[src/rtl/fetch_unit.sv]
// rtl/fetch_unit.sv - instruction fetch front end with prefetch FIFO and redirect handling
//
// Issues in-order word fetches to instruction memory, buffers returned words
// together with their PC, and hands them to decode over a valid/ready handshake.
// A redirect flushes the FIFO and arranges for responses to stale requests to be dropped.
//
// Ports:
//   clk, rst_n                     clock, asynchronous active-low reset
//   imem_req_valid/ready/addr      fetch request channel (word-aligned address)
//   imem_rsp_valid/data            in-order response channel, no backpressure
//   redirect_valid/pc              taken branch/jump, new PC (bits [1:0] ignored)
//   instr_valid/ready, instr,      FIFO head presented to decode
//   instr_pc
//   instr_illegal                  only with FETCH_ILLEGAL_EN: head is not a 32-bit encoding
//
// Build option: define FETCH_ILLEGAL_EN to add the instr_illegal output.
module fetch_unit #(
  parameter logic [31:0] RESET_PC   = 32'h0000_0000,
  parameter int          FIFO_DEPTH = 4
) (
  input  logic        clk,
  input  logic        rst_n,
  output logic        imem_req_valid,
  input  logic        imem_req_ready,
  output logic [31:0] imem_req_addr,
  input  logic        imem_rsp_valid,
  input  logic [31:0] imem_rsp_data,
  input  logic        redirect_valid,
  input  logic [31:0] redirect_pc,
  output logic        instr_valid,
  input  logic        instr_ready,
  output logic [31:0] instr,
  output logic [31:0] instr_pc
`ifdef FETCH_ILLEGAL_EN
  ,
  output logic        instr_illegal
`endif
);

  localparam int AW = $clog2(FIFO_DEPTH);
  localparam int CW = AW + 1;
  localparam logic [CW:0] DEPTH_W = (CW+1)'(FIFO_DEPTH);

  logic [31:0]   fetch_pc_q, fetch_pc_d;
  logic [31:0]   rsp_pc_q, rsp_pc_d;
  logic [CW-1:0] live_q, live_d;
  logic [CW-1:0] drop_q, drop_d;
  logic [CW-1:0] cnt_q, cnt_d;
  logic [AW-1:0] rd_q, rd_d;
  logic [AW-1:0] wr_q, wr_d;
  logic          started_q;

  logic [31:0]   mem_data_q [FIFO_DEPTH];
  logic [31:0]   mem_pc_q   [FIFO_DEPTH];
`ifdef FETCH_ILLEGAL_EN
  logic          mem_ill_q  [FIFO_DEPTH];
`endif

  logic          req_fire, rsp_drop, rsp_keep, push, pop;
  logic [CW:0]   credit_sum;
  logic [CW:0]   drop_sum;
  logic          unused_redirect_lsb;

  assign unused_redirect_lsb = ^redirect_pc[1:0];

  // Live requests plus buffered entries never exceed the FIFO size, so a
  // response always has a slot; drop_cnt cap keeps the counters in range.
  assign credit_sum     = {1'b0, live_q} + {1'b0, cnt_q};
  assign imem_req_valid = started_q & (credit_sum < DEPTH_W) & ~redirect_valid
                        & ({1'b0, drop_q} < DEPTH_W);
  assign imem_req_addr  = fetch_pc_q;

  assign req_fire    = imem_req_valid & imem_req_ready;
  assign rsp_drop    = imem_rsp_valid & (drop_q != '0);
  assign rsp_keep    = imem_rsp_valid & (drop_q == '0);
  assign instr_valid = (cnt_q != '0);
  assign pop         = instr_valid & instr_ready;
  assign push        = rsp_keep & ~redirect_valid;

  // Every live request, plus any already owed drop, becomes a drop; the
  // response arriving this cycle (kept or dropped) retires one of them.
  assign drop_sum = {1'b0, drop_q} + {1'b0, live_q} - (CW+1)'(imem_rsp_valid);

  always_comb begin
    fetch_pc_d = fetch_pc_q;
    rsp_pc_d   = rsp_pc_q;
    live_d     = live_q;
    drop_d     = drop_q;
    cnt_d      = cnt_q;
    rd_d       = rd_q;
    wr_d       = wr_q;
    if (redirect_valid) begin
      fetch_pc_d = {redirect_pc[31:2], 2'b00};
      rsp_pc_d   = {redirect_pc[31:2], 2'b00};
      live_d     = '0;
      drop_d     = drop_sum[CW-1:0];
      cnt_d      = '0;
      rd_d       = '0;
      wr_d       = '0;
    end else begin
      if (req_fire) fetch_pc_d = fetch_pc_q + 32'd4;
      if (push)     rsp_pc_d   = rsp_pc_q + 32'd4;
      live_d = live_q + CW'(req_fire) - CW'(rsp_keep);
      drop_d = drop_q - CW'(rsp_drop);
      cnt_d  = cnt_q + CW'(push) - CW'(pop);
      if (push) wr_d = wr_q + 1'b1;
      if (pop)  rd_d = rd_q + 1'b1;
    end
  end

  always_ff @(posedge clk or negedge rst_n) begin
    if (!rst_n) begin
      fetch_pc_q <= RESET_PC;
      rsp_pc_q   <= RESET_PC;
      live_q     <= '0;
      drop_q     <= '0;
      cnt_q      <= '0;
      rd_q       <= '0;
      wr_q       <= '0;
      started_q  <= 1'b0;
    end else begin
      fetch_pc_q <= fetch_pc_d;
      rsp_pc_q   <= rsp_pc_d;
      live_q     <= live_d;
      drop_q     <= drop_d;
      cnt_q      <= cnt_d;
      rd_q       <= rd_d;
      wr_q       <= wr_d;
      started_q  <= 1'b1;
    end
  end

  always_ff @(posedge clk or negedge rst_n) begin
    if (!rst_n) begin
      for (int i = 0; i < FIFO_DEPTH; i++) begin
        mem_data_q[i] <= '0;
        mem_pc_q[i]   <= '0;
`ifdef FETCH_ILLEGAL_EN
        mem_ill_q[i]  <= 1'b0;
`endif
      end
    end else if (push) begin
      mem_data_q[wr_q] <= imem_rsp_data;
      mem_pc_q[wr_q]   <= rsp_pc_q;
`ifdef FETCH_ILLEGAL_EN
      mem_ill_q[wr_q]  <= (imem_rsp_data[1:0] != 2'b11);
`endif
    end
  end

  // Head is forced to zero when empty so stale storage never leaks out.
  assign instr    = instr_valid ? mem_data_q[rd_q] : '0;
  assign instr_pc = instr_valid ? mem_pc_q[rd_q]   : '0;
`ifdef FETCH_ILLEGAL_EN
  assign instr_illegal = instr_valid & mem_ill_q[rd_q];
`endif

endmodule

[config.mk]
export PLATFORM = sky130hd
export DESIGN_NAME = fetch_unit
export DESIGN_NICKNAME = d
export VERILOG_FILES = /design/src/rtl/fetch_unit.sv
export SDC_FILE = /design/constraint.sdc
export NUM_CORES = 1
export LEC_CHECK = 0
export BUFFER_PORTS_ARGS = -buffer_cell sky130_fd_sc_hd__buf_2
export CAP_MARGIN = 10
export CORE_AREA = 4 4 188 190
export DETAILED_ROUTE_END_ITERATION = 6
export DIE_AREA = 0 0 192 194
export GPL_TIMING_DRIVEN = 1
export PLACE_DENSITY = 0.64
export REMOVE_ABC_BUFFERS = 1
export SYNTH_ARGS = -nofsm -noshare
export SYNTH_HDL_FRONTEND = slang
export SYNTH_SLANG_ARGS = --single-unit
export TNS_END_PERCENT = 10
[constraint.sdc]
create_clock -name clk -period 3.2 [get_ports clk]
set_clock_uncertainty 0.15 [all_clocks]
set_input_delay 0.8 -clock clk [delete_from_list [all_inputs] [get_ports clk]]
set_output_delay 0.8 -clock clk [all_outputs]
set_load 0.05 [all_outputs]
==> impl_table.tex, run 1 <==
\begin{tabular}{lr}
\hline
Metric & Value \\
\hline
\multicolumn{2}{l}{\textbf{Die}} \\
\quad Area of the die & 37,200 um2 \\
\quad Core footprint & 33,400 um2 \\
\quad Site Rows & 67 \\
\quad Effective utilization at floorplan & 0.460 \\
\quad Width of the die & 192 um \\
\quad Number of placed I/O pins & 168 \\
\quad Height of the chip & 194 um \\
\multicolumn{2}{l}{\textbf{STA}} \\
\quad Worst-Margin Slew & 0.714 ns \\
\quad Fmax & 0.317 GHz \\
\quad Fin worst setup slack & 0.0486 ns \\
\quad Max transition margin & 0.522 \\
\quad Minimum clock period after layout & 3.15 ns \\
\quad Total Negative Setup Slacks & 0 ns \\
\quad Number of hold-slack violations in the final timing report & 0 \\
\quad Max Transition Viols Final & 0 \\
\quad Endpoints failing setup & 0 \\
\quad Setup repair after global routing missed its margin & yes \\
\quad WHS & 0.0234 ns \\
\quad Post-route fraction of the period consumed by the critical path & 0.985 \\
\multicolumn{2}{l}{\textbf{Synthesis}} \\
\quad Asr flop ratio synth & 1.00 \\
\quad Synth area leaders & sky130\_fd\_sc\_hd\_\_dfrtp\_1 52\%, sky130\_fd\_sc\_hd\_\_mux2\_2 17\%, sky130\_fd\_sc\_hd\_\_mux4\_2 9.1\% \\
\quad Most frequent cells after synthesis & 322 x sky130\_fd\_sc\_hd\_\_dfrtp\_1, 234 x sky130\_fd\_sc\_hd\_\_mux2\_2, 80 x sky130\_fd\_sc\_hd\_\_nand2\_1, 64 x sky130\_fd\_sc\_hd\_\_and2\_1, 62 x sky130\_fd\_sc\_hd\_\_mux4\_2 \\
\quad Syn Std Cell Area & 15,400 um2 \\
\quad Post-synth EDFFs & 0 \\
\quad Area share of the largest cell type after synthesis & 0.524 \\
\quad Library cell occupying the most area in the post-synthesis netlist & sky130\_fd\_sc\_hd\_\_dfrtp\_1 \\
\quad Distinct cell type count after synthesis & 54 \\
\quad Number of flip-flops and latches in the synthesized netlist & 322 \\
\quad Primary FF master, synth & sky130\_fd\_sc\_hd\_\_dfrtp\_1 \\
\quad Number of warnings issued by yosys & 0 \\
\quad Number of cells produced by synthesis & 1,173 \\
\quad Most used standard cell by instance count after synthesis & sky130\_fd\_sc\_hd\_\_dfrtp\_1 \\
\quad Sequential area share after synthesis & 0.524 \\
\quad Mean instance size in the synthesized netlist & 13.1 um2 \\
\multicolumn{2}{l}{\textbf{Finish}} \\
\quad Filler instances & 2,800 \\
\quad Final cell utilization of the core & 0.538 \\
\quad N\_diodes & 0 \\
\quad Count of nets after finishing & 1,416 \\
\quad Share of final-layout standard cells stronger than drive strength 1 & 0.420 \\
\quad Area growth, synth to finish & 16.9\% \\
\multicolumn{2}{l}{\textbf{Clock network}} \\
\quad TritonCTS clock tree & yes \\
\quad CTS max path bufs & 3 \\
\quad Post-CTS clock slew at the launch and capture registers of the worst setup and hold paths & 0.06 ns \\
\quad CTS H-tree lvls & 2 \\
\quad Number of clock buffers inserted by TritonCTS & 36 \\
\quad Number of hold buffers added after CTS & 0 \\
\quad Library cell used as clock root buffer & sky130\_fd\_sc\_hd\_\_clkbuf\_16 \\
\quad Clock latency on the worst-skew pair & 0.52 ns \\
\quad Clock sink count & 322 \\
\multicolumn{2}{l}{\textbf{Place}} \\
\quad Port Buf Inserts & 161 \\
\quad Final GP Congestion & 0.792 \\
\quad Placed wire-length estimate & 23,400 um \\
\quad Post-place setup slack & 0.208 ns \\
\multicolumn{2}{l}{\textbf{Setup path}} \\
\quad Path type of the worst setup path & flop to output pin \\
\quad Worst-path fanout max & 21 \\
\quad CP endpoint kind & output pin \\
\quad Data arrival at the endpoint of the critical path & 2.20 ns \\
\quad Startpoint types & flop \\
\quad Data required, critical path & 2.25 ns \\
\multicolumn{2}{l}{\textbf{Route}} \\
\quad Starting DRC count in detailed routing & 537 \\
\quad M1 wire length & 16,300 um \\
\quad Met2 wire len & 17,000 um \\
\quad Count of TritonRoute iterations in the first routing pass & 5 \\
\quad Highest routed metal layer & met4 \\
\quad Routed via count & 9,949 \\
\quad Average wire per standard cell & 20.0 um \\
\quad DRC viols & 0 \\
\quad Sum of routed wire length over all layers & 36,100 um \\
\quad Post-route antenna net violation count & 0 \\
\quad Met3 layer wire length in the routed design & 2070 um \\
\quad Avg Vias per Cell & 5.53 \\
\multicolumn{2}{l}{\textbf{Power and ir drop}} \\
\quad Worst ir drop on vdd & 0.420 mV \\
\quad Power per cell area & 841 nW/um2 \\
\quad Overall power & 15.1 mW \\
\quad Leakage power figure & 8.51 nW \\
\multicolumn{2}{l}{\textbf{Global route}} \\
\quad First-pass GRT wire length & 58,400 um \\
\quad Vias in the first global route & 10,400 \\
\quad Initial antenna violation count & 1 \\
\quad GRT Residual Overflow & 0 \\
\quad Maximum number of pins on one net before global-route repair & 69 \\
\quad Overall track demand over capacity in global routing & 0.196 \\
\multicolumn{2}{l}{\textbf{Worst hold path}} \\
\quad Worst hold path class & primary input to async pin \\
\multicolumn{2}{l}{\textbf{Run}} \\
\quad Max-capacitance violation count & 0 \\
\multicolumn{2}{l}{\textbf{Run status}} \\
\quad Run status & complete, no violations \\
\hline
\end{tabular}
[registers in the layout, summed over array words and instances (netlist names)]
signal and count:
rsp_pc_q 30, rd_q 2, imem_req_addr 30, started_q 1
drop_q 3, cnt_q 3, wr_q 2, live_q 3
mem_data_q 128, mem_pc_q 120
[timing repair]
item,4_1_cts,5_1_grt
setup buffers,1,0
setup endpoints to repair,54,33
resized for setup,2,2
[power by group]
part	leakage [nW]	total [mW]	switching, mW	internal (mW)
logic	3.71	5.80	3.52	2.27
registers	4.25	5.44	0.548	4.89
clock network	0.550	3.90	1.60	2.30
total	8.51	15.1	5.67	9.46
[critical path, stage by stage, from the launching register on]
cell                      delay, ns
sky130_fd_sc_hd__dfrtp_4       0.51
sky130_fd_sc_hd__buf_12        0.23
sky130_fd_sc_hd__mux4_2        0.52
sky130_fd_sc_hd__and2_1        0.20
sky130_fd_sc_hd__buf_2         0.22
[worst paths after layout]
check,from,to,slack [ns],cells past startpoint
worst max-delay path,rd_q[0]$_DFFE_PN0P_,instr_pc[26],0.05,4
worst min-delay path,rst_n,mem_data_q[74]$_DFFE_PN0P_,0.02,1
worst max register to register,live_q[1]$_DFF_PN0_,imem_req_addr[7]$_DFFE_PN0N_,0.57,8
worst min register to register,mem_pc_q[76]$_DFFE_PN0P_,mem_pc_q[76]$_DFFE_PN0P_,0.33,2
max in group asynchronous,rst_n,mem_data_q[36]$_DFFE_PN0P_,2.13,2
min in group clk,mem_pc_q[76]$_DFFE_PN0P_,mem_pc_q[76]$_DFFE_PN0P_,0.33,2
[kinds of logic after synthesis]
| kind of cell | count (synthesis) | share of synthesized area |
|---|---|---|
| compound gates | 99 | 0.0375 |
| other cells | 2 | 0.000488 |
| fa+ha+maj | 20 | 0.0177 |
| buf+inv | 107 | 0.0314 |
| flops | 322 | 0.524 |
| mux | 299 | 0.264 |
| xor+xnor | 45 | 0.0256 |
| simple gates | 279 | 0.0996 |
[layer usage]
metal	up-vias	global-route usage
met5	-	0
met4	0	0.0433
met3	43	0.0405
met2	232	0.312
met1	5134	0.282
li1	4540	-
[metrics by stage]
| step | area [um2] | instances |
|---|---|---|
| 3_5_place_dp | 16900 | 1735 |
| 6_report | 18000 | 1800 |
| 4_1_cts | 18000 | 1800 |
| 5_1_grt | 18000 | 1800 |
| 3_3_place_gp | 16900 | 1735 |
| 2_1_floorplan | 15000 | 1093 |
[final cells by class]
cell class / count / area [um2] / share of cell area
Timing Repair Buffer: 195 / 1270 / 0.0705
Sequential cell: 322 / 8060 / 0.448
Tap cell: 448 / 561 / 0.0311
Clock buffer: 57 / 1070 / 0.0595
Inverter: 24 / 90.1 / 0.00501
Clock inverter: 7 / 42.5 / 0.00236
Multi-Input combinational cell: 747 / 6900 / 0.383
[cells in the final DEF, fill, tap and decap left out, types with 3 or more instances in the layout]
cell type	Yosys	layout
sky130_fd_sc_hd__buf_4	4	18
sky130_fd_sc_hd__xor2_1	13	13
sky130_fd_sc_hd__clkbuf_8	0	7
sky130_fd_sc_hd__nand4_1	18	18
sky130_fd_sc_hd__mux2_2	234	234
sky130_fd_sc_hd__xnor2_1	32	32
sky130_fd_sc_hd__inv_1	23	23
sky130_fd_sc_hd__o21ai_1	8	8
sky130_fd_sc_hd__clkbuf_1	39	13
sky130_fd_sc_hd__fa_1	3	3
sky130_fd_sc_hd__nor3_1	7	7
sky130_fd_sc_hd__nor2_1	27	27
sky130_fd_sc_hd__o311ai_0	6	6
sky130_fd_sc_hd__mux4_2	62	62
sky130_fd_sc_hd__buf_2	9	159
sky130_fd_sc_hd__a21oi_1	9	9
sky130_fd_sc_hd__nand3_1	33	33
sky130_fd_sc_hd__nand2_1	80	76
sky130_fd_sc_hd__clkinv_2	0	5
sky130_fd_sc_hd__buf_12	0	15
sky130_fd_sc_hd__dfrtp_1	322	320
sky130_fd_sc_hd__nor2b_1	4	4
sky130_fd_sc_hd__nor4_1	4	3
sky130_fd_sc_hd__o21ai_0	53	53
sky130_fd_sc_hd__clkbuf_16	0	37
sky130_fd_sc_hd__a21boi_0	3	3
sky130_fd_sc_hd__a31oi_1	6	6
sky130_fd_sc_hd__nand2_4	0	4
sky130_fd_sc_hd__nor4_2	3	4
sky130_fd_sc_hd__o211ai_1	9	9
sky130_fd_sc_hd__conb_1	2	5
sky130_fd_sc_hd__and4_1	8	8
sky130_fd_sc_hd__ha_1	17	17
sky130_fd_sc_hd__and2_1	64	63
sky130_fd_sc_hd__and3_1	7	7
sky130_fd_sc_hd__nor3_2	5	5
sky130_fd_sc_hd__or4_1	6	6
Power figures use the tool's default switching activity.
==> run 2, diff against run 1 <==
Settings changed: CTS_BUF_LIST from default to sky130_fd_sc_hd__clkbuf_16.
==> impl_table.tex, run 2 (synthesis gave the netlist of run 1 again) <==
\begin{tabular}{lr}
\hline
Metric & Value \\
\hline
\multicolumn{2}{l}{\textbf{Setup path}} \\
\quad Startpoint types & flop \\
\quad CP endpoint kind & output pin \\
\quad Crit. Startpoint & rd\_q[0]\$\_DFFE\_PN0P\_ \\
\quad Worst reg-to-reg path cell count & 8 (unchanged) \\
\quad Critical path buffer and inverter count & 3 (+1) \\
\quad Worst-path fanout max & 13 (-38\%) \\
\quad Crit-path cells & buf\_12 > buf\_16 > mux4\_2 > and2\_1 > buf\_2 \\
\quad Number of stages on the worst setup path & 5 (+1) \\
\quad Data required, critical path & 2.25 ns (about the same) \\
\quad Critical path's largest stage delay & 0.55 ns (+0.03 ns) \\
\quad Master of the slowest instance on the critical path & sky130\_fd\_sc\_hd\_\_mux4\_2 \\
\quad FF-to-FF setup slack & 0.57 ns (about the same) \\
\quad CP delay by family, top & multiplexers \\
\quad Origin of the critical flop-to-flop path & live\_q[1]\$\_DFF\_PN0\_ \\
\quad Path type of the worst setup path & flop to output pin \\
\quad Reg2reg end & imem\_req\_addr[7]\$\_DFFE\_PN0N\_ \\
\quad Critical path destination & instr\_pc[9] \\
\quad Data arrival at the endpoint of the critical path & 2.19 ns (about the same) \\
\multicolumn{2}{l}{\textbf{Global route}} \\
\quad Initial antenna violation count & 1 (unchanged) \\
\quad Maximum number of pins on one net before global-route repair & 69 (unchanged) \\
\quad First-pass GRT wire length & 58,500 um (about the same) \\
\quad GRT Residual Overflow & 0 (unchanged) \\
\quad Overall track demand over capacity in global routing & 0.197 (+0.000230) \\
\quad Vias in the first global route & 10,400 (+0.12\%) \\
\multicolumn{2}{l}{\textbf{STA}} \\
\quad Number of hold-slack violations in the final timing report & 0 (unchanged) \\
\quad Max transition margin & 0.534 (+0.0122) \\
\quad Endpoints failing setup & 0 (unchanged) \\
\quad Total Negative Setup Slacks & 0 ns (unchanged) \\
\quad Max Transition Viols Final & 0 (unchanged) \\
\quad Setup repair after global routing missed its margin & yes \\
\quad Minimum clock period after layout & 3.14 ns (-0.00718 ns) \\
\quad Post-route fraction of the period consumed by the critical path & 0.983 (-0.00224) \\
\quad Worst-Margin Slew & 0.696 ns (-0.0182 ns) \\
\quad Fmax & 0.318 GHz (+0.23\%) \\
\multicolumn{2}{l}{\textbf{Place}} \\
\quad Dpl cells & 1,735 (unchanged) \\
\quad Placed cell areas & 16,900 um2 (unchanged) \\
\quad Placed wire-length estimate & 23,400 um (unchanged) \\
\quad Port Buf Inserts & 161 (unchanged) \\
\quad Final GP Congestion & 0.792 (unchanged) \\
\multicolumn{2}{l}{\textbf{Run status}} \\
\quad Run status & complete, no violations \\
\multicolumn{2}{l}{\textbf{Die}} \\
\quad Core footprint & 33,400 um2 (unchanged) \\
\quad Width of the die & 192 um (unchanged) \\
\quad Site Rows & 67 (unchanged) \\
\quad Number of placed I/O pins & 168 (unchanged) \\
\quad Height of the chip & 194 um (unchanged) \\
\quad Area of the die & 37,200 um2 (unchanged) \\
\quad Effective utilization at floorplan & 0.460 (unchanged) \\
\multicolumn{2}{l}{\textbf{Clock network}} \\
\quad CTS H-tree lvls & 2 (unchanged) \\
\quad Number of clock buffers inserted by TritonCTS & 36 (unchanged) \\
\quad Library cell used as clock root buffer & sky130\_fd\_sc\_hd\_\_clkbuf\_16 \\
\quad Clock sink count & 322 (unchanged) \\
\quad TritonCTS clock tree & yes \\
\quad Post-CTS clock slew at the launch and capture registers of the worst setup and hold paths & 0.06 ns (about the same) \\
\quad Number of hold buffers added after CTS & 0 (unchanged) \\
\quad Clock latency on the worst-skew pair & 0.52 ns (about the same) \\
\quad CTS max path bufs & 3 (unchanged) \\
\multicolumn{2}{l}{\textbf{Worst hold path}} \\
\quad Worst hold path class & primary input to async pin \\
\multicolumn{2}{l}{\textbf{Run}} \\
\quad Max-capacitance violation count & 0 (unchanged) \\
\multicolumn{2}{l}{\textbf{Finish}} \\
\quad Top reg by flops & mem\_data\_q \\
\quad N\_diodes & 0 (unchanged) \\
\quad Storage cell area & 8060 um2 (unchanged) \\
\quad Final cell utilization of the core & 0.538 (unchanged) \\
\quad Post-layout instance count excluding filler cells & 1,804 (+0.22\%) \\
\quad Final standard cell area without fillers & 18,000 um2 (unchanged) \\
\quad Filler instances & 2,805 (+0.18\%) \\
\quad Share of final-layout standard cells stronger than drive strength 1 & 0.416 (-0.00419) \\
\quad Area used by multi-input combinational logic & 6900 um2 (about the same) \\
\quad Most frequent standard cell in the layout excluding fill and tap cells & sky130\_fd\_sc\_hd\_\_dfrtp\_1 \\
\quad Highest-count cells in the layout ignoring fill and taps & 320 x sky130\_fd\_sc\_hd\_\_dfrtp\_1, 234 x sky130\_fd\_sc\_hd\_\_mux2\_2, 157 x sky130\_fd\_sc\_hd\_\_buf\_2 \\
\quad Max FFs per register & 128 (unchanged) \\
\quad Count of nets after finishing & 1,420 (+0.28\%) \\
\quad Largest registers in the final layout & mem\_data\_q: 128 flops, mem\_pc\_q: 120 flops \\
\quad Area growth, synth to finish & 16.9\% (unchanged) \\
\multicolumn{2}{l}{\textbf{Power and ir drop}} \\
\quad Overall power & 15.0 mW (-0.76\%) \\
\quad Worst ir drop on vdd & 0.447 mV (+6.6\%) \\
\quad Leakage power figure & 8.55 nW (+0.55\%) \\
\quad Power per cell area & 835 nW/um2 (-0.76\%) \\
\multicolumn{2}{l}{\textbf{Route}} \\
\quad Routed via count & 9,954 (+0.050\%) \\
\quad DRC viols & 0 (unchanged) \\
\quad Avg Vias per Cell & 5.52 (-0.17\%) \\
\quad Average wire per standard cell & 20.1 um (+0.43\%) \\
\quad Starting DRC count in detailed routing & 545 (+1.5\%) \\
\quad Post-route antenna net violation count & 0 (unchanged) \\
\quad Count of TritonRoute iterations in the first routing pass & 5 (unchanged) \\
\quad Sum of routed wire length over all layers & 36,300 um (+0.65\%) \\
\hline
\end{tabular}
==> run 2: through the flow <==
step	hold slack, ns	worst slack (ns)
after floorplan	0.295	-1.25
after global placement	0.307	0.219
after detailed placement	0.319	0.208
after CTS	0.0204	0.00255
after global routing	0.0290	-0.0143
final	0.0270	0.0558
==> run 2: worst min path at each step <==
stage | startpoint | end | slack (ns) | depth (start not counted)
2_1_floorplan | mem_pc_q[40]$_DFFE_PN0P_ | mem_pc_q[40]$_DFFE_PN0P_ | 0.29 | 2
3_3_place_gp | mem_pc_q[72]$_DFFE_PN0P_ | mem_pc_q[72]$_DFFE_PN0P_ | 0.31 | 2
3_5_place_dp | mem_pc_q[24]$_DFFE_PN0P_ | mem_pc_q[24]$_DFFE_PN0P_ | 0.32 | 2
4_1_cts | rst_n | mem_data_q[106]$_DFFE_PN0P_ | 0.02 | 1
5_1_grt | rst_n | mem_data_q[61]$_DFFE_PN0P_ | 0.03 | 1
6_report | rst_n | mem_data_q[61]$_DFFE_PN0P_ | 0.03 | 1
==> run 2: per-layer routing <==
layer | up-vias | wire, um | GRT usage
li1 | 4546 | - | -
met1 | 5125 | 16400 | 0.283
met2 | 239 | 17100 | 0.312
met3 | 44 | 2120 | 0.0407
met4 | 0 | 668 | 0.0428
met5 | - | 0 | 0
==> run 2: repair_timing <==
item,in CTS,in global routing
resized for setup,2,6
setup buffers,1,3
setup endpoints to repair,54,33
cloned,0,1
endpoints found under the hold margin,0,0
==> run 2: final cells by class <==
type	instances	area share
Clock inverter	27	0.00654
Inverter	24	0.00501
Clock buffer	37	0.0514
Timing Repair Buffer	199	0.0745
Sequential cell	322	0.448
Tap cell	448	0.0311
Multi-Input combinational cell	747	0.383
==> run 2: where the power goes <==
group	internal (mW)	switching [mW]	leakage, nW
Sequential	4.89	0.540	4.25
Clock	2.09	1.60	0.565
Combinational	2.34	3.56	3.74
Total	9.32	5.70	8.55
==> run 3, diff against run 2 <==
Settings changed: ABC_AREA from default to 1, CORE_AREA 4 4 188 190 to 4 4 192 194, DIE_AREA 0 0 192 194 to 0 0 196 198, PLACE_DENSITY 0.64 to 0.63, TNS_END_PERCENT 10 to 50.
==> impl_table.tex, run 3 <==
\begin{tabular}{lr}
\hline
Metric & Value \\
\hline
\multicolumn{2}{l}{\textbf{Run status}} \\
\quad Run status & complete, no violations \\
\multicolumn{2}{l}{\textbf{Setup path}} \\
\quad Critical path buffer and inverter count & 3 (unchanged) \\
\quad Reg2reg end & live\_q[2]\$\_DFF\_PN0\_ \\
\quad Crit. Startpoint & rd\_q[0]\$\_DFFE\_PN0P\_ \\
\quad Master of the slowest instance on the critical path & sky130\_fd\_sc\_hd\_\_dfrtp\_4 \\
\quad Crit-path cells & inv\_6 > buf\_4 > o21ai\_0 > a21oi\_1 > buf\_4 \\
\quad Origin of the critical flop-to-flop path & live\_q[2]\$\_DFF\_PN0\_ \\
\quad CP delay by family, top & buffers and inverters \\
\quad Startpoint types & flop \\
\quad Path type of the worst setup path & flop to output pin \\
\quad Critical path destination & instr\_pc[17] \\
\quad Worst-path fanout max & 18 (+5) \\
\quad CP endpoint kind & output pin \\
\quad Data arrival at the endpoint of the critical path & 2.17 ns (-0.02 ns) \\
\quad FF-to-FF setup slack & 0.52 ns (-0.05 ns) \\
\quad Most repeated library cell on the critical path & sky130\_fd\_sc\_hd\_\_buf\_4 \\
\quad Worst reg-to-reg path cell count & 12 (+4) \\
\quad Number of stages on the worst setup path & 5 (unchanged) \\
\quad Data required, critical path & 2.25 ns (about the same) \\
\quad Critical path's largest stage delay & 0.56 ns (about the same) \\
\multicolumn{2}{l}{\textbf{Synthesis}} \\
\quad Most frequent cells after synthesis & 502 x sky130\_fd\_sc\_hd\_\_nand2\_1, 355 x sky130\_fd\_sc\_hd\_\_nor2\_1, 322 x sky130\_fd\_sc\_hd\_\_dfrtp\_1, 224 x sky130\_fd\_sc\_hd\_\_o21ai\_0, 180 x sky130\_fd\_sc\_hd\_\_o21ai\_1 \\
\quad Syn Std Cell Area & 16,000 um2 (+4.2\%) \\
\quad Asr flop ratio synth & 1.00 (unchanged) \\
\quad Number of cells produced by synthesis & 2,081 (+77\%) \\
\quad Number of warnings issued by yosys & 0 (unchanged) \\
\quad Library cell occupying the most area in the post-synthesis netlist & sky130\_fd\_sc\_hd\_\_dfrtp\_1 \\
\quad Post-synth EDFFs & 0 (unchanged) \\
\quad Most used standard cell by instance count after synthesis & sky130\_fd\_sc\_hd\_\_nand2\_1 \\
\quad Primary FF master, synth & sky130\_fd\_sc\_hd\_\_dfrtp\_1 \\
\quad Number of flip-flops and latches in the synthesized netlist & 322 (unchanged) \\
\quad Distinct cell type count after synthesis & 32 (-41\%) \\
\quad Sequential area share after synthesis & 0.502 (-0.0211) \\
\quad Area share of the largest cell type after synthesis & 0.502 (-0.0211) \\
\quad Synth area leaders & sky130\_fd\_sc\_hd\_\_dfrtp\_1 50\%, sky130\_fd\_sc\_hd\_\_nand2\_1 12\%, sky130\_fd\_sc\_hd\_\_nor2\_1 8.3\% \\
\quad Mean instance size in the synthesized netlist & 7.71 um2 (-41\%) \\
\multicolumn{2}{l}{\textbf{Die}} \\
\quad Effective utilization at floorplan & 0.455 (-0.00486) \\
\quad Site Rows & 69 (+3.0\%) \\
\quad Height of the chip & 198 um (+2.1\%) \\
\quad Core footprint & 35,200 um2 (+5.3\%) \\
\quad Area of the die & 38,800 um2 (+4.2\%) \\
\quad Number of placed I/O pins & 168 (unchanged) \\
\quad Width of the die & 196 um (+2.1\%) \\
\multicolumn{2}{l}{\textbf{Finish}} \\
\quad Area growth, synth to finish & 16.5\% \\
\quad Top reg by flops & mem\_data\_q \\
\quad Max FFs per register & 128 (unchanged) \\
\quad Share of final-layout standard cells stronger than drive strength 1 & 0.124 (-0.292) \\
\quad Filler instances & 3,364 (+20\%) \\
\quad Count of nets after finishing & 2,302 (+62\%) \\
\quad Most frequent standard cell in the layout excluding fill and tap cells & sky130\_fd\_sc\_hd\_\_nand2\_1 \\
\quad Highest-count cells in the layout ignoring fill and taps & 502 x sky130\_fd\_sc\_hd\_\_nand2\_1, 355 x sky130\_fd\_sc\_hd\_\_nor2\_1, 320 x sky130\_fd\_sc\_hd\_\_dfrtp\_1 \\
\quad Largest registers in the final layout & mem\_data\_q: 128 flops, mem\_pc\_q: 120 flops \\
\quad Post-layout instance count excluding filler cells & 2,699 (+50\%) \\
\quad N\_diodes & 0 (unchanged) \\
\multicolumn{2}{l}{\textbf{Worst hold path}} \\
\quad Worst hold path class & primary input to async pin \\
\multicolumn{2}{l}{\textbf{Route}} \\
\quad Sum of routed wire length over all layers & 44,500 um (+22\%) \\
\quad Starting DRC count in detailed routing & 1,021 (+87\%) \\
\quad Routed via count & 14,200 (+42\%) \\
\quad Count of TritonRoute iterations in the first routing pass & 7 (+2) \\
\quad DRC viols & 0 (unchanged) \\
\quad Post-route antenna net violation count & 0 (unchanged) \\
\quad Avg Vias per Cell & 5.25 (-4.8\%) \\
\quad Average wire per standard cell & 16.5 um (-18\%) \\
\multicolumn{2}{l}{\textbf{Clock network}} \\
\quad Clock sink count & 322 (unchanged) \\
\quad TritonCTS clock tree & yes \\
\quad Library cell used as clock root buffer & sky130\_fd\_sc\_hd\_\_clkbuf\_16 \\
\quad Post-CTS clock slew at the launch and capture registers of the worst setup and hold paths & 0.06 ns (about the same) \\
\quad CTS max path bufs & 3 (unchanged) \\
\quad Number of hold buffers added after CTS & 0 (unchanged) \\
\quad Number of clock buffers inserted by TritonCTS & 37 (+2.8\%) \\
\quad Clock latency on the worst-skew pair & 0.52 ns (about the same) \\
\quad CTS H-tree lvls & 2 (unchanged) \\
\multicolumn{2}{l}{\textbf{Global route}} \\
\quad GRT Residual Overflow & 0 (unchanged) \\
\quad Vias in the first global route & 13,900 (+33\%) \\
\quad Initial antenna violation count & 0 (-1) \\
\quad Met3 capacity usage during global routing & 0.0322 (-0.00853) \\
\quad Top Usage Layer GRT & met2 \\
\quad Met1 track demand over resource in global routing & 0.333 (+0.0502) \\
\quad Overall track demand over capacity in global routing & 0.226 (+0.0299) \\
\quad Maximum number of pins on one net before global-route repair & 85 (+23\%) \\
\quad First-pass GRT wire length & 72,500 um (+24\%) \\
\quad Met2 routing resource usage after global routing & 0.359 (+0.0478) \\
\multicolumn{2}{l}{\textbf{STA}} \\
\quad Fmax & 0.320 GHz (+0.65\%) \\
\quad Setup repair after global routing missed its margin & yes \\
\quad Post-route fraction of the period consumed by the critical path & 0.976 (-0.00638) \\
\quad Worst-Margin Slew & 0.810 ns (+0.114 ns) \\
\quad Max Transition Viols Final & 0 (unchanged) \\
\quad WHS & 0.125 ns (+0.0980 ns) \\
\quad Minimum clock period after layout & 3.12 ns (-0.0204 ns) \\
\quad Max transition margin & 0.460 (-0.0742) \\
\quad Number of hold-slack violations in the final timing report & 0 (unchanged) \\
\quad Endpoints failing setup & 0 (unchanged) \\
\multicolumn{2}{l}{\textbf{Run}} \\
\quad Max-capacitance violation count & 0 (unchanged) \\
\multicolumn{2}{l}{\textbf{Place}} \\
\quad Final GP Congestion & 0.936 (+18\%) \\
\quad Dpl cells & 2,627 (+51\%) \\
\quad Placed wire-length estimate & 28,500 um (+22\%) \\
\quad Port Buf Inserts & 161 (unchanged) \\
\multicolumn{2}{l}{\textbf{Power and ir drop}} \\
\quad Leakage power figure & 8.91 nW (+4.2\%) \\
\quad Worst ir drop on vdd & 0.577 mV (+29\%) \\
\quad Power per cell area & 896 nW/um2 (+7.3\%) \\
\hline
\end{tabular}
-- run 3: cell families after synthesis --
group                      synth area share
DFF                                   0.502
and+or+nand+nor                       0.231
other                              0.000468
AOI/OAI and AO/OA                     0.160
adders and majority gates            0.0170
buffers and inverters                0.0683
xor gates and xnor gates             0.0197
muxes                              0.000624
-- run 3: how the worst min path moves through the flow --
stage                                     startpoint  depth (start not counted)                         end  slack, ns
final                                          rst_n                          1  mem_data_q[63]$_DFFE_PN0P_       0.12
after global routing                           rst_n                          1  mem_data_q[31]$_DFFE_PN0P_       0.17
after CTS                                      rst_n                          1  mem_data_q[31]$_DFFE_PN0P_       0.14
after detailed placement  mem_data_q[26]$_DFFE_PN0P_                          2  mem_data_q[26]$_DFFE_PN0P_       0.32
after global placement    mem_data_q[26]$_DFFE_PN0P_                          2  mem_data_q[26]$_DFFE_PN0P_       0.31
after floorplan           mem_data_q[26]$_DFFE_PN0P_                          2  mem_data_q[26]$_DFFE_PN0P_       0.30
-- run 3: repair_timing --
| action | CTS | global route |
|---|---|---|
| setup buffers | 3 | 1 |
| gates resized for setup | 18 | 16 |
| gates cloned | 1 | 2 |
| pin swaps | 0 | 0 |
| endpoints found under the setup margin | 60 | 35 |
-- run 3: cell type report --
class / count / area, um2 / area share
clock inverters: 27 / 191 / 0.0102
inverters: 137 / 519 / 0.0278
clock buffers: 38 / 951 / 0.0509
multi-input cells: 1505 / 6900 / 0.369
well taps: 461 / 577 / 0.0309
repair buffers: 209 / 1480 / 0.0794
flip-flops and latches: 322 / 8060 / 0.432
-- run 3: metal layers --
| metal | routed length [um] | part of all wire |
|---|---|---|
| met1 | 20900 | 0.47 |
| met2 | 19900 | 0.45 |
| met3 | 3000 | 0.067 |
| met4 | 699 | 0.016 |
| met5 | 0 | 0 |
-- run 3: through the flow --
stage / instance area, um2 / setup slack [ns] / util / total power, mW / TNS, ns
after floorplan: 15500 / -1.84 / - / 10.5 / -112.67
after global placement: 17300 / 0.360 / 0.492 / 12.4 / 0
after detailed placement: 17300 / 0.349 / 0.492 / 12.5 / 0
after CTS: 18600 / 0.0406 / 0.528 / 16.7 / 0
after global routing: 18700 / -0.00664 / 0.530 / 17.8 / -0.00664
final: 18700 / 0.0762 / 0.530 / 16.7 / 0
-- run 3: power breakdown --
| part | switching (mW) | total, mW | leakage [nW] | internal [mW] |
|---|---|---|---|---|
| clock network | 1.69 | 4.00 | 0.599 | 2.32 |
| logic | 4.97 | 7.06 | 4.06 | 2.09 |
| registers | 0.638 | 5.67 | 4.26 | 5.04 |
| total | 7.29 | 16.7 | 8.91 | 9.44 |
